<file path="config.mk">
export PLATFORM = sky130hd
export DESIGN_NAME = permute_wb_drain_flat
export DESIGN_NICKNAME = d
export VERILOG_FILES = /design/src/rtl/permute_wb_drain_if.sv /design/src/rtl/permute_wb_drain.sv /design/src/flat_wrapper.sv
export SDC_FILE = /design/constraint.sdc
export NUM_CORES = 2
export LEC_CHECK = 0
export BUFFER_PORTS_ARGS = -buffer_cell sky130_fd_sc_hd__buf_2
export CAP_MARGIN = 30
export CORE_MARGIN = 3
export CORE_UTILIZATION = 55
export DETAILED_ROUTE_END_ITERATION = 6
export PLACE_DENSITY = 0.76
export RECOVER_POWER = 100
export SYNTH_ARGS = -nofsm -noshare
export SYNTH_HDL_FRONTEND = slang
export SYNTH_SLANG_ARGS = --single-unit
</file>
<file path="constraint.sdc">
create_clock -name clk -period 6.9 [get_ports clk]
set_input_delay 0.69 -clock clk [delete_from_list [all_inputs] [get_ports clk]]
set_output_delay 0.69 -clock clk [all_outputs]
set_load 0.02 [all_outputs]
</file>
<file path="src/rtl/permute_wb_drain_if.sv">
// ============================================================================
// Module  : permute_wb_drain_if
// Brief   : Bundles the WBpipe3 writeback packet, the register-file write port
//           and the operand-forwarding lookup of the permute writeback drain.
// Revision: 1.0  initial release
// ============================================================================
`default_nettype none

interface permute_wb_drain_if #(
    parameter int unsigned DEPTH = 4
);
    localparam int unsigned C_CNT_W = $clog2(DEPTH) + 1;

    // Writeback packet: [0:127] data, [128:130] unit tag, [131] wr, [132:138] addr_rt
    logic [0:138]         wb_pkt;
    // Register-file write port
    logic                 rf_wready;
    logic                 rf_we;
    logic [0:6]           rf_waddr;
    logic [0:127]         rf_wdata;
    // Operand-forwarding lookup
    logic [0:6]           fwd_addr;
    logic                 fwd_hit;
    logic [0:127]         fwd_data;
    // Status
    logic [C_CNT_W-1:0]   count;
    logic                 overflow;

    // Producer / RF / issue-stage side
    modport master (
        output wb_pkt,
        output rf_wready,
        output fwd_addr,
        input  rf_we,
        input  rf_waddr,
        input  rf_wdata,
        input  fwd_hit,
        input  fwd_data,
        input  count,
        input  overflow
    );

    // Drain block side
    modport slave (
        input  wb_pkt,
        input  rf_wready,
        input  fwd_addr,
        output rf_we,
        output rf_waddr,
        output rf_wdata,
        output fwd_hit,
        output fwd_data,
        output count,
        output overflow
    );
endinterface

`default_nettype wire

</file>
<file path="src/rtl/permute_wb_drain.sv">
// ============================================================================
// Module  : permute_wb_drain
// Brief   : In-order FIFO that captures permute-pipe writeback packets, drains
//           one entry per granted cycle into the RF write port, and answers
//           forwarding lookups for results still in flight.
// Revision: 1.0  initial release
// ============================================================================
`default_nettype none

module permute_wb_drain #(
    parameter int unsigned DEPTH = 4
) (
    input  wire logic             clk,
    input  wire logic             reset,   // asynchronous, active-low
    permute_wb_drain_if.slave     bus
);
    localparam int unsigned          C_PTR_W = $clog2(DEPTH);
    localparam int unsigned          C_CNT_W = $clog2(DEPTH) + 1;
    localparam logic [C_CNT_W-1:0]   C_FULL  = C_CNT_W'(DEPTH);
    localparam logic [C_PTR_W-1:0]   C_PTR_ONE = C_PTR_W'(1);
    localparam logic [C_CNT_W-1:0]   C_CNT_ONE = C_CNT_W'(1);

    // ------------------------------------------------------------------
    // Storage and control state
    // ------------------------------------------------------------------
    logic [0:6]           addr_mem_q [DEPTH];
    logic [0:127]         data_mem_q [DEPTH];

    logic [C_PTR_W-1:0]   wr_ptr_q, wr_ptr_d;
    logic [C_PTR_W-1:0]   rd_ptr_q, rd_ptr_d;
    logic [C_CNT_W-1:0]   count_q,  count_d;
    logic                 overflow_q, overflow_d;

    // ------------------------------------------------------------------
    // Packet field extraction
    // ------------------------------------------------------------------
    logic [0:127]         w_in_data;
    logic                 w_in_wr;
    logic [0:6]           w_in_addr;
    logic                 w_unused_tag;

    assign w_in_data    = bus.wb_pkt[0:127];
    assign w_in_wr      = bus.wb_pkt[131];
    assign w_in_addr    = bus.wb_pkt[132:138];
    // The unit tag carries no meaning at this end of the pipe.
    assign w_unused_tag = ^bus.wb_pkt[128:130];

    logic                 w_empty;
    logic                 w_full;
    logic                 w_pop;
    logic                 w_push;

    // Handshake decode: a pop frees the head slot, so a full FIFO can still
    // accept a packet in the same cycle it drains one.
    always_comb begin
        w_empty = (count_q == '0);
        w_full  = (count_q == C_FULL);
        w_pop   = !w_empty && bus.rf_wready;
        w_push  = w_in_wr && (!w_full || w_pop);
    end

    // Next-state for pointers, occupancy and the sticky drop flag.
    always_comb begin
        wr_ptr_d   = wr_ptr_q;
        rd_ptr_d   = rd_ptr_q;
        count_d    = count_q;
        overflow_d = overflow_q;

        if (w_push) begin
            wr_ptr_d = wr_ptr_q + C_PTR_ONE;
        end
        if (w_pop) begin
            rd_ptr_d = rd_ptr_q + C_PTR_ONE;
        end

        case ({w_push, w_pop})
            2'b10:   count_d = count_q + C_CNT_ONE;
            2'b01:   count_d = count_q - C_CNT_ONE;
            default: count_d = count_q;
        endcase

        // A valid packet arriving at a full FIFO with no drain is lost.
        if (w_in_wr && w_full && !w_pop) begin
            overflow_d = 1'b1;
        end
    end

    // Control state register; reset empties the FIFO immediately.
    always_ff @(posedge clk or negedge reset) begin
        if (!reset) begin
            wr_ptr_q   <= '0;
            rd_ptr_q   <= '0;
            count_q    <= '0;
            overflow_q <= 1'b0;
        end else begin
            wr_ptr_q   <= wr_ptr_d;
            rd_ptr_q   <= rd_ptr_d;
            count_q    <= count_d;
            overflow_q <= overflow_d;
        end
    end

    // Entry storage; contents are only observed through count, so no reset.
    always_ff @(posedge clk) begin
        if (w_push) begin
            addr_mem_q[wr_ptr_q] <= w_in_addr;
            data_mem_q[wr_ptr_q] <= w_in_data;
        end
    end

    // RF write port presents the head entry, zeroed when empty.
    always_comb begin
        bus.rf_we    = !w_empty;
        bus.rf_waddr = '0;
        bus.rf_wdata = '0;
        if (!w_empty) begin
            bus.rf_waddr = addr_mem_q[rd_ptr_q];
            bus.rf_wdata = data_mem_q[rd_ptr_q];
        end
    end

    // Forwarding lookup: walk entries oldest to youngest so the youngest
    // match wins, then let a valid incoming packet override everything.
    // The head is included even while it is being popped this cycle.
    always_comb begin
        logic [C_PTR_W-1:0] idx;
        bus.fwd_hit  = 1'b0;
        bus.fwd_data = '0;
        idx          = rd_ptr_q;
        for (int unsigned i = 0; i < DEPTH; i++) begin
            idx = rd_ptr_q + C_PTR_W'(i);
            if ((C_CNT_W'(i) < count_q) && (addr_mem_q[idx] == bus.fwd_addr)) begin
                bus.fwd_hit  = 1'b1;
                bus.fwd_data = data_mem_q[idx];
            end
        end
        if (w_in_wr && (w_in_addr == bus.fwd_addr)) begin
            bus.fwd_hit  = 1'b1;
            bus.fwd_data = w_in_data;
        end
        // Lookups are silenced while reset is held.
        if (!reset) begin
            bus.fwd_hit  = 1'b0;
            bus.fwd_data = '0;
        end
    end

    // Status outputs
    always_comb begin
        bus.count    = count_q;
        bus.overflow = overflow_q;
    end

endmodule

`default_nettype wire

</file>
<file path="src/flat_wrapper.sv">
// flat-port wrapper written by rule: the top's interface ports become plain ports
module permute_wb_drain_flat 
#(
    parameter int unsigned DEPTH = 4
)
  (clk, reset, bus_wb_pkt, bus_rf_wready, bus_fwd_addr, bus_rf_we, bus_rf_waddr, bus_rf_wdata, bus_fwd_hit, bus_fwd_data, bus_count, bus_overflow);
  permute_wb_drain_if #(.DEPTH(DEPTH)) bus_i ();
  input  wire logic clk;
  input  wire logic reset;
  input wire logic [$bits(bus_i.wb_pkt)-1:0] bus_wb_pkt;
  input wire logic [$bits(bus_i.rf_wready)-1:0] bus_rf_wready;
  input wire logic [$bits(bus_i.fwd_addr)-1:0] bus_fwd_addr;
  output wire logic [$bits(bus_i.rf_we)-1:0] bus_rf_we;
  output wire logic [$bits(bus_i.rf_waddr)-1:0] bus_rf_waddr;
  output wire logic [$bits(bus_i.rf_wdata)-1:0] bus_rf_wdata;
  output wire logic [$bits(bus_i.fwd_hit)-1:0] bus_fwd_hit;
  output wire logic [$bits(bus_i.fwd_data)-1:0] bus_fwd_data;
  output wire logic [$bits(bus_i.count)-1:0] bus_count;
  output wire logic [$bits(bus_i.overflow)-1:0] bus_overflow;
  assign bus_i.wb_pkt = bus_wb_pkt;
  assign bus_i.rf_wready = bus_rf_wready;
  assign bus_i.fwd_addr = bus_fwd_addr;
  assign bus_rf_we = bus_i.rf_we;
  assign bus_rf_waddr = bus_i.rf_waddr;
  assign bus_rf_wdata = bus_i.rf_wdata;
  assign bus_fwd_hit = bus_i.fwd_hit;
  assign bus_fwd_data = bus_i.fwd_data;
  assign bus_count = bus_i.count;
  assign bus_overflow = bus_i.overflow;
  permute_wb_drain #(.DEPTH(DEPTH)) u_core (.clk(clk), .reset(reset), .bus(bus_i));
endmodule
</file>
==> run_results.csv <==
group,metric,value,unit
status,status,"finished with violations",
status,violations,"capacitance limit, slew limit",
critical_path,startpoint,"u_core.rd_ptr_q[0]",
logic_synthesis,synth.avg_cell_area,10.8,um^2
cts,cts_tree,"yes",
pwr,leakagePower,13.3,nW
drt,routed_wl,95.7,mm
pwr,power.switching,0.00735,W
floorplanning,fp.coreArea,0.0594,mm^2
drt,wl_per_cell,23.1,um
cts,post_cts_resized,0,
pwr,p_int,0.00926,W
drt,drtAntennaViolNets,0,
floorplanning,die_area,0.0633,mm^2
sta,period_share,92.0,%
pwr,clkPwrFrac,17.7,%
logic_synthesis,synth.largest_area_cell,"edfxtp_1",
pwr,p_sw_share,44.2,%
floorplanning,die_x,252,um
placed_design,placed_cell_area,0.0356,mm^2
drt,highest_layer,"met5",
logic_synthesis,netlist_area,0.0332,mm^2
critical_path,crit_path_start_kind,"flip-flop",
hold_path,hp-start,"bus_wb_pkt[119]",
cts,clk_latency,630,ps
flow_run,max-cap-violations,13,
sta,maxSlewHeadroom,-160,%
critical_path,crit_type,"reg -> out",
drt,route.met2.wl,47.3,mm
drt,wl_met1,35.4,mm
logic_synthesis,synthArstFlopShare,1.46,%
logic_synthesis,synth_area_leaders,"edfxtp_1 49%, mux2_2 9.9%, mux2i_1 9.3%",
critical_path,arrival,5660,ps
placed_design,place.gp.congestion,0.835,
cts,hold_buffers,1,
logic_synthesis,synthDistinctLibCells,57,
critical_path,cp_max_fo,84,
critical_path,rr_startpoint,"u_core.bus.count[0]",
floorplanning,die_h,252,um
drt,dr.pass1.iters,6,
sta,fin_skew,16.8,ps
logic_synthesis,ys_seq_elements,548,
sta,maxSlewViolCount,745,
sta,finalSetupViolCount,0,
logic_synthesis,synth-main-ff-cell,"edfxtp_1",
layout,fillCellCount,4716,
grt,grt_usage,28.9,%
sta,finalCriticalPeriod,6350,ps
cts,htree_levels,2,
cts,clk_pin_slew,60,ps
logic_synthesis,seq_area_frac_synth,49.5,%
sta,final.setup.tns,0,ps
pwr,vdd_drop_max,383,uV
cts,post_cts_buffers,0,
grt,grt_max_degree,288,
logic_synthesis,synth_top_area_share,48.9,%
sta,tightestPinTransition,3900,ps
drt,vias,26900,
hold_path,hold_path_class,"in -> reg",
pwr,seq_power_share,28.8,%
pwr,p_per_area,449,mW/mm^2
placed_design,hpwl,58.4,mm
sta,finalHoldViolCount,0,
pwr,combinationalPowerShare,53.6,%
layout,syn_to_final_growth,11.4,%
drt,wl_met3,8.83,mm
drt,viasPerCell,6.50,
cts,ctsLongestPathBuffers,3,
logic_synthesis,synth_cells,3074,
drt,drc,0,
grt,grt_pass1_wl,146,mm
layout,fin_area,0.0370,mm^2
logic_synthesis,synth_edf_count,540,
logic_synthesis,yosysWarningCount,0,
grt,overflow,0,
cts,cts.sinks,548,
cts,cts_made_buffers,59,
layout,nNetsFinal,3483,
placed_design,portBuffers,414,
cts,ctsRootBufferMaster,"clkbuf_16",
logic_synthesis,synth.most_common_cell,"edfxtp_1",
grt,grt_pass1_vias,27200,
grt,antenna_found_initial,11,
floorplanning,ios,418,
sta,rsz0062_at_grt,"false",
layout,drive_gt1_share,15.1,%
critical_path,cp.required,6210,ps
floorplanning,fp-row-count,89,
sta,fmax,158,MHz
floorplanning,initial_core_util,55.9,%
drt,first_iter_violations,2487,
logic_synthesis,syn_nets,3232,
critical_path,end_kind,"primary output",
logic_synthesis,synthTopCellsByCount,"540 x edfxtp_1, 477 x nand2_1, 332 x o21ai_0, 307 x mux2i_1, 292 x mux2_2",
-- cells by family (layout without fill, tap and decap cells) --
logic type / count (synthesis) / count (layout) / synth area share, %
AO/OA/AOI/OAI: 803 / 803 / 15.7
XOR/XNOR: 44 / 44 / 1.16
adder cells (fa/ha/maj): 9 / 9 / 0.340
buffers and inverters: 281 / 572 / 3.55
flip-flops: 548 / 548 / 49.5
multiplexers: 619 / 619 / 20.5
other: 0 / 7 / 0
AND/OR/NAND/NOR: 770 / 770 / 9.20
-- layout by cell type (no fill, tap or decap), types with 13 or more instances in the layout --
master	synthesis	layout
edfxtp_1	540	540
nand2_1	477	476
o21ai_0	332	332
clkbuf_1	167	325
mux2i_1	307	307
nor2_1	238	238
mux2_2	292	238
a21oi_1	107	107
buf_2	49	107
o22ai_1	68	68
a221o_1	62	62
clkbuf_16	0	60
mux2_1	0	54
o211ai_1	43	43
a22oi_1	43	43
o221ai_1	42	42
a2bb2oi_1	36	36
xnor2_1	26	26
mux4_2	20	20
xor2_1	18	18
buf_4	12	18
clkinv_1	1	13
clkbuf_2	0	13
-- worst max-delay path, cell delays in order (launching register included) --
cell and delay (ps):
dfrtp_4 610, buf_16 350, mux4_2 570, xnor2_1 190, nand4_1 170, a2111oi_4 410
o211a_2 1520, clkbuf_2 680, a221o_1 230, clkbuf_1 240
-- through the flow --
step / total power, W / setup WS [ps] / utilization [%] / cells / hold WS, ps
floorplan: 0.0114 / 2190 / - / 3074 / 394
global placement: 0.0132 / 1330 / 59.8 / 4027 / 479
detailed placement: 0.0136 / 1640 / 60.0 / 4032 / 488
CTS: 0.0166 / 937 / 63.0 / 4134 / 261
global route: 0.0175 / 359 / 62.3 / 4142 / 353
finish: 0.0166 / 551 / 62.3 / 4145 / 363
-- registers in the layout, indices dropped and copies added (netlist names) --
name	count
u_core.data_mem_q	512
u_core.rd_ptr_q	2
u_core.wr_ptr_q	2
u_core.bus.overflow	1
u_core.bus.count	3
u_core.addr_mem_q	28
-- power groups by stage --
stage,clock [W],combinational (W),sequential (W)
final,0.00293,0.00890,0.00477
after global routing,0.00310,0.00959,0.00483
after CTS,0.00298,0.00891,0.00472
after detailed placement,0,0.00885,0.00479
after floorplan,0,0.00668,0.00473
after global placement,0,0.00840,0.00480
-- area by class of cell --
class                           count  area, um^2  share of cell area [%]
Inverter                           10        42.5                   0.115
Tap cell                          773         967                    2.62
Clock buffer                       73        1550                    4.19
Timing Repair Buffer              461        2150                    5.83
Antenna cell                        7        17.5                  0.0474
Clock inverter                     28         196                   0.531
Sequential cell                   548       16400                    44.4
Multi-Input combinational cell   2245       15600                    42.2
-- layer usage --
layer	vias to the layer above	GRT usage (%)
li1	12100	-
met1	13200	34.0
met2	1383	50.1
met3	274	6.53
met4	12	14.5
met5	-	0
-- worst paths after layout --
check / depth (start not counted) / end / slack (ps)
worst max-delay path: 9 / bus_fwd_data[109] / 550
worst min-delay path: 1 / u_core.data_mem_q[2][108] / 360
worst max register to register: 6 / u_core.data_mem_q[3][4] / 700
worst min register to register: 1 / u_core.bus.overflow / 510
max in group asynchronous: 2 / u_core.rd_ptr_q[0] / 5830
min in group asynchronous: 2 / u_core.wr_ptr_q[1] / 610
Power figures use the tool's default switching activity.
